[config.mk]
export PLATFORM = sky130hd
export DESIGN_NAME = instr_mem_bridge_flat
export DESIGN_NICKNAME = d
export VERILOG_FILES = /design/src/rtl/instr_mem_bridge_pkg.sv /design/src/rtl/ibex_instr_bus.sv /design/src/rtl/instr_mem_bridge_decoder.sv /design/src/rtl/instr_mem_bridge.sv /design/src/flat_wrapper.sv
export SDC_FILE = /design/constraint.sdc
export NUM_CORES = 1
export LEC_CHECK = 0
export CAP_MARGIN = 10
export CORE_AREA = 3 3 61 63
export DETAILED_ROUTE_END_ITERATION = 10
export DIE_AREA = 0 0 64 66
export PLACE_DENSITY = 0.83
export SETUP_SLACK_MARGIN = 0.4
export SLEW_MARGIN = 15
export SYNTH_ARGS = -nofsm -noshare
export SYNTH_HDL_FRONTEND = slang
export SYNTH_SLANG_ARGS = --single-unit
[constraint.sdc]
create_clock -name clk -period 2 [get_ports clk]
set_clock_uncertainty 0.2 [all_clocks]
set_input_delay 0.3 -clock clk [delete_from_list [all_inputs] [get_ports clk]]
set_output_delay 0.3 -clock clk [all_outputs]
set_load 0.02 [all_outputs]
[src/rtl/instr_mem_bridge_pkg.sv]
// Shared definitions for the instruction-memory bridge: FSM state encoding and
// wait-state counter width.
package instr_mem_bridge_pkg;

    localparam int unsigned CNT_W = 4;

    typedef enum logic [1:0] {
        IDLE,
        WAIT,
        RESP
    } state_e;

endpackage

[src/rtl/ibex_instr_bus.sv]
// Ibex-style instruction fetch bus: req/addr from the core, gnt/rvalid/err/rdata back.
interface ibex_instr_bus;

    logic        req;
    logic [31:0] addr;
    logic        gnt;
    logic        rvalid;
    logic        err;
    logic [31:0] rdata;

    modport master (output req, addr, input gnt, rvalid, err, rdata);
    modport slave  (input req, addr, output gnt, rvalid, err, rdata);

endinterface

[src/rtl/instr_mem_bridge_decoder.sv]
// Combinational address decode for instr_mem_bridge: byte address -> SRAM word address.
// Range check only with INSTR_MEM_BRIDGE_ADDR_CHECK_EN; otherwise every address is in range.
module instr_addr_decoder #(
    parameter logic [31:0] BASE_ADDR = 32'h0000_0000,
    parameter int unsigned MEM_WORDS = 4096
) (
    input  logic [31:0]                  i_addr,
    output logic [$clog2(MEM_WORDS)-1:0] o_word_addr,
    output logic                         o_in_range
);

    localparam int unsigned AW = $clog2(MEM_WORDS);

    logic [31:0] w_offset;
    logic        w_unused;

    // Modulo-2^32 offset: below-base addresses wrap to huge offsets and fail the check.
    assign w_offset    = i_addr - BASE_ADDR;
    assign o_word_addr = w_offset[AW+1:2];

`ifdef INSTR_MEM_BRIDGE_ADDR_CHECK_EN
    assign o_in_range = (w_offset[31:AW+2] == '0);
`else
    assign o_in_range = 1'b1;
`endif

    assign w_unused = ^{w_offset[1:0], w_offset[31:AW+2]};

endmodule

[src/rtl/instr_mem_bridge.sv]
// Bridges an Ibex instruction fetch port to a synchronous-read instruction SRAM.
// Optional out-of-range error responses with INSTR_MEM_BRIDGE_ADDR_CHECK_EN.
module instr_mem_bridge
    import instr_mem_bridge_pkg::*;
#(
    parameter logic [31:0] BASE_ADDR   = 32'h0000_0000,
    parameter int unsigned MEM_WORDS   = 4096,
    parameter int unsigned WAIT_STATES = 0
) (
    input  logic                         clk,
    input  logic                         rst,
    ibex_instr_bus.slave                 instr_bus,
    output logic                         mem_req,
    output logic [$clog2(MEM_WORDS)-1:0] mem_addr,
    input  logic [31:0]                  mem_rdata
);

    localparam logic [CNT_W-1:0] LAST_CNT =
        (WAIT_STATES == 0) ? '0 : CNT_W'(WAIT_STATES - 1);

    state_e                         r_state;
    logic [CNT_W-1:0]               r_cnt;
    logic                           r_err;
    logic                           w_gnt;
    logic                           w_rvalid;
    logic                           w_in_range;
    logic [$clog2(MEM_WORDS)-1:0]   w_word_addr;

    instr_addr_decoder #(
        .BASE_ADDR (BASE_ADDR),
        .MEM_WORDS (MEM_WORDS)
    ) u_dec (
        .i_addr      (instr_bus.addr),
        .o_word_addr (w_word_addr),
        .o_in_range  (w_in_range)
    );

    // Grant is combinational on req; gated by rst so it drops the moment reset asserts.
    always_comb begin
        w_gnt = 1'b0;
        if (!rst && instr_bus.req) begin
            case (r_state)
                IDLE, RESP: w_gnt = (WAIT_STATES == 0);
                WAIT:       w_gnt = (r_cnt == LAST_CNT);
                default:    w_gnt = 1'b0;
            endcase
        end
    end

    always_ff @(posedge clk or posedge rst) begin
        if (rst) begin
            r_state <= IDLE;
            r_cnt   <= '0;
            r_err   <= 1'b0;
        end else if (w_gnt) begin
            r_state <= RESP;
            r_err   <= !w_in_range;
        end else begin
            case (r_state)
                IDLE, RESP: begin
                    r_state <= instr_bus.req ? WAIT : IDLE;
                    r_cnt   <= '0;
                end
                WAIT: begin
                    // A dropped req abandons the fetch without any response.
                    if (!instr_bus.req) begin
                        r_state <= IDLE;
                    end else begin
                        r_cnt <= r_cnt + 1'b1;
                    end
                end
                default: r_state <= IDLE;
            endcase
        end
    end

    assign w_rvalid         = (r_state == RESP);
    assign mem_req          = w_gnt & w_in_range;
    assign mem_addr         = w_word_addr;
    assign instr_bus.gnt    = w_gnt;
    assign instr_bus.rvalid = w_rvalid;
    assign instr_bus.rdata  = (w_rvalid && !r_err) ? mem_rdata : '0;

`ifdef INSTR_MEM_BRIDGE_ADDR_CHECK_EN
    assign instr_bus.err = w_rvalid & r_err;
`else
    assign instr_bus.err = 1'b0;
`endif

endmodule

[src/flat_wrapper.sv]
// flat-port wrapper written by rule: the top's interface ports become plain ports
module instr_mem_bridge_flat import instr_mem_bridge_pkg::*;
#(
    parameter logic [31:0] BASE_ADDR   = 32'h0000_0000,
    parameter int unsigned MEM_WORDS   = 4096,
    parameter int unsigned WAIT_STATES = 0
)
  (clk, rst, mem_req, mem_addr, mem_rdata, instr_bus_req, instr_bus_addr, instr_bus_gnt, instr_bus_rvalid, instr_bus_err, instr_bus_rdata);
  ibex_instr_bus instr_bus_i ();
  input  logic clk;
  input  logic rst;
  output logic mem_req;
  output logic [$clog2(MEM_WORDS)-1:0] mem_addr;
  input  logic [31:0] mem_rdata;
  input wire logic [$bits(instr_bus_i.req)-1:0] instr_bus_req;
  input wire logic [$bits(instr_bus_i.addr)-1:0] instr_bus_addr;
  output wire logic [$bits(instr_bus_i.gnt)-1:0] instr_bus_gnt;
  output wire logic [$bits(instr_bus_i.rvalid)-1:0] instr_bus_rvalid;
  output wire logic [$bits(instr_bus_i.err)-1:0] instr_bus_err;
  output wire logic [$bits(instr_bus_i.rdata)-1:0] instr_bus_rdata;
  assign instr_bus_i.req = instr_bus_req;
  assign instr_bus_i.addr = instr_bus_addr;
  assign instr_bus_gnt = instr_bus_i.gnt;
  assign instr_bus_rvalid = instr_bus_i.rvalid;
  assign instr_bus_err = instr_bus_i.err;
  assign instr_bus_rdata = instr_bus_i.rdata;
  instr_mem_bridge #(.BASE_ADDR(BASE_ADDR), .MEM_WORDS(MEM_WORDS), .WAIT_STATES(WAIT_STATES)) u_core (.clk(clk), .rst(rst), .instr_bus(instr_bus_i), .mem_req(mem_req), .mem_addr(mem_addr), .mem_rdata(mem_rdata));
endmodule
==> out/qor.yml <==
drive_above_1_share: 0.635
cts.sinks: 6
vias_per_cell: 4.08
grt_start_max_net_pins: 30
rsz0062_at_grt: "yes"
power_frac_seq: 0.203
power_density_nw_per_um2: 414
syn-cell-area_um2: 699
core_area_um2: 3280
rows: 21
worstPathArrival_ps: 1430
first_pass_iters: 4
slew_violations: 0
synth_edf_count: 0
dp.cells: 199
synthToLayoutAreaGrowth_pct: 136
clk_latency_ps: 250
swShare: 0.329
wire_per_inst_um: 12.2
drc_errors: 0
finalSetupViolCount: 0
p_leak_nw: 0.821
portBuffers: 69
initial_utilization: 0.213
cts-buffers-inserted: 3
synth.top_cell.area_share: 0.304
nFillCells: 311
antenna_found_initial: 0
timing.rr.start: "u_core.r_cnt[0]$_DFFE_PP0P_"
ys_types: 26
clockBufferDepth: 2
wirelength_mm: 2.60
placed_cell_area_um2: 1480
grt_pass1_wl_mm: 3.66
seq_area_frac_synth: 0.215
vias: 868
cts_tree: "yes"
boundaryPins: 115
fin_cells: 213
period_minus_slack_ps: 1930
yosysTopAreaCell: "and2_1"
critPathMaxFanout: 2
p_clk_frac: 0.187
end_kind: "output pin"
grt-ovfl-total: 0
synth_seq_cells: 6
dieHeight_um: 66
hold_path_class: "primary input to flip-flop"
gp_congestion: 0.762
peakVddDrop_v: 0.000271
internal_power_w: 0.000458
clk_pin_slew_worst_paths_ps: 50
ys_top_cells_by_area: "and2_1 30%, dfrtp_1 21%, buf_4 15%"
fin_area_um2: 1650
n_antenna_cell: 0
run_status: "finished, final reports clean"
max_freq_mhz: 518
hold_viol: 0
finalCritPeriodShare: 0.966
cp.required_ps: 1500
hpwl_mm: 1.87
fp.dieW_um: 64
comb_power_share: 0.610
ys.flop_type: "dfrtp_1"
grt_util_all_layers: 0.107
postRouteAntennaNets: 0
floorplan.die_area_um2: 4220
synth_nets: 157
grt_pass1_vias: 816
start_kind: "flip-flop"
avgSynthCellArea_um2: 7.95
final_common_cell: "clkdlybuf4s50_1"
htree_levels: 1
root_buffer: "clkbuf_4"
ys_warn_count: 0
synthArstFlopShare: 1.00
nets: 237
synthCells: 88
crit_type: "flip-flop to output pin"
final_cell_mix: "32 x clkdlybuf4s50_1, 26 x buf_6, 19 x and2_4"
finalCoreUtilization: 0.502
dr.first_iter.drc_count: 17
switchingPower_w: 0.000225
cap_violations: 0
hp-start: "instr_bus_req"
cp-startpoint: "u_core.r_cnt[0]$_DFFE_PP0P_"
repair_timing:
action / in CTS / in global routing
setup buffers: 3 / 4
endpoints found under the setup margin: 37 / 40
hold buffers: 0 / 1
pin swaps: 8 / 18
gates resized for setup: 169 / 49
endpoints found under the hold margin: 0 / 6
cloned: 0 / 2
kinds of logic (layout without fill, tap and decap cells):
| family | after synthesis | in the layout | synth area share |
|---|---|---|---|
| AND/OR/NAND/NOR | 49 | 49 | 0.431 |
| buffers and inverters | 21 | 100 | 0.190 |
| AO/OA/AOI/OAI | 6 | 6 | 0.0733 |
| adder cells (fa/ha/maj) | 2 | 2 | 0.0358 |
| other | 1 | 1 | 0.00536 |
| multiplexers | 3 | 3 | 0.0501 |
| flip-flops | 6 | 6 | 0.215 |
synthesized netlist by cell type (all sizes together) (2+ instances only):
library cell / count
clkbuf: 2
nor2: 2
buf: 15
and2: 34
nor2b: 2
nand3: 2
mux2i: 2
ha: 2
nand2: 3
inv: 4
dfrtp: 6
metal layers:
metal  vias to the layer above  routed length [um]  share of wire  global-route usage
met2                        46                1370           0.53               0.205
met5                         -                   0              0                   0
met4                         0                   6         0.0023              0.0270
met1                       396                 939           0.36               0.111
met3                         2                 286           0.11              0.0340
li1                        424                   -              -                   -
critical path: stages (launching register included):
cell and delay (ps):
dfrtp_1 390, inv_2 70, ha_4 130, nand3b_1 120
a21oi_2 180, and2_4 170, buf_6 110
state kept, by name (all words and copies together), names as in the netlist:
register	flops
u_core.r_cnt	4
u_core.r_state	2
stage by stage:
step | hold WS [ps] | setup WS (ps) | total power (W) | setup TNS, ps
final | 243 | 68.4 | 0.000683 | 0
after global routing | 257 | -5.02 | 0.000722 | -9.81
after CTS | 258 | 67.6 | 0.000611 | 0
after detailed placement | 378 | -130 | 0.000477 | -1390
after global placement | 370 | -130 | 0.000472 | -1040
after floorplan | -109 | 320 | 0.000332 | 0
final cells by class:
| type | instances | area [um^2] | area share |
|---|---|---|---|
| flip-flops and latches | 6 | 151 | 0.0918 |
| clock buffers | 4 | 26.3 | 0.0159 |
| inverters | 4 | 15.0 | 0.00910 |
| well taps | 46 | 57.6 | 0.0349 |
| multi-input cells | 61 | 515 | 0.313 |
| repair buffers | 92 | 883 | 0.536 |
power groups by stage:
stage          clock [W]  sequential, W  combinational (W)
2_1_floorplan          0       0.000145           0.000187
3_3_place_gp           0       0.000139           0.000333
3_5_place_dp           0       0.000139           0.000338
4_1_cts         0.000132       0.000138           0.000341
5_1_grt         0.000136       0.000140           0.000446
6_report        0.000128       0.000139           0.000416
path summary, 6_finish.rpt:
check	endpoint	slack [ps]	depth (start not counted)
worst min register to register	u_core.r_cnt[2]$_DFFE_PP0P_	390	3
worst max-delay path	instr_bus_gnt	70	6
max in group asynchronous	u_core.r_state[0]$_DFFE_PP0P_	870	4
worst max register to register	u_core.r_cnt[0]$_DFFE_PP0P_	240	6
min in group asynchronous	u_core.r_cnt[3]$_DFFE_PP0P_	510	4
worst min-delay path	u_core.r_state[1]$_DFFE_PP0P_	240	3
Power figures use the tool's default switching activity.
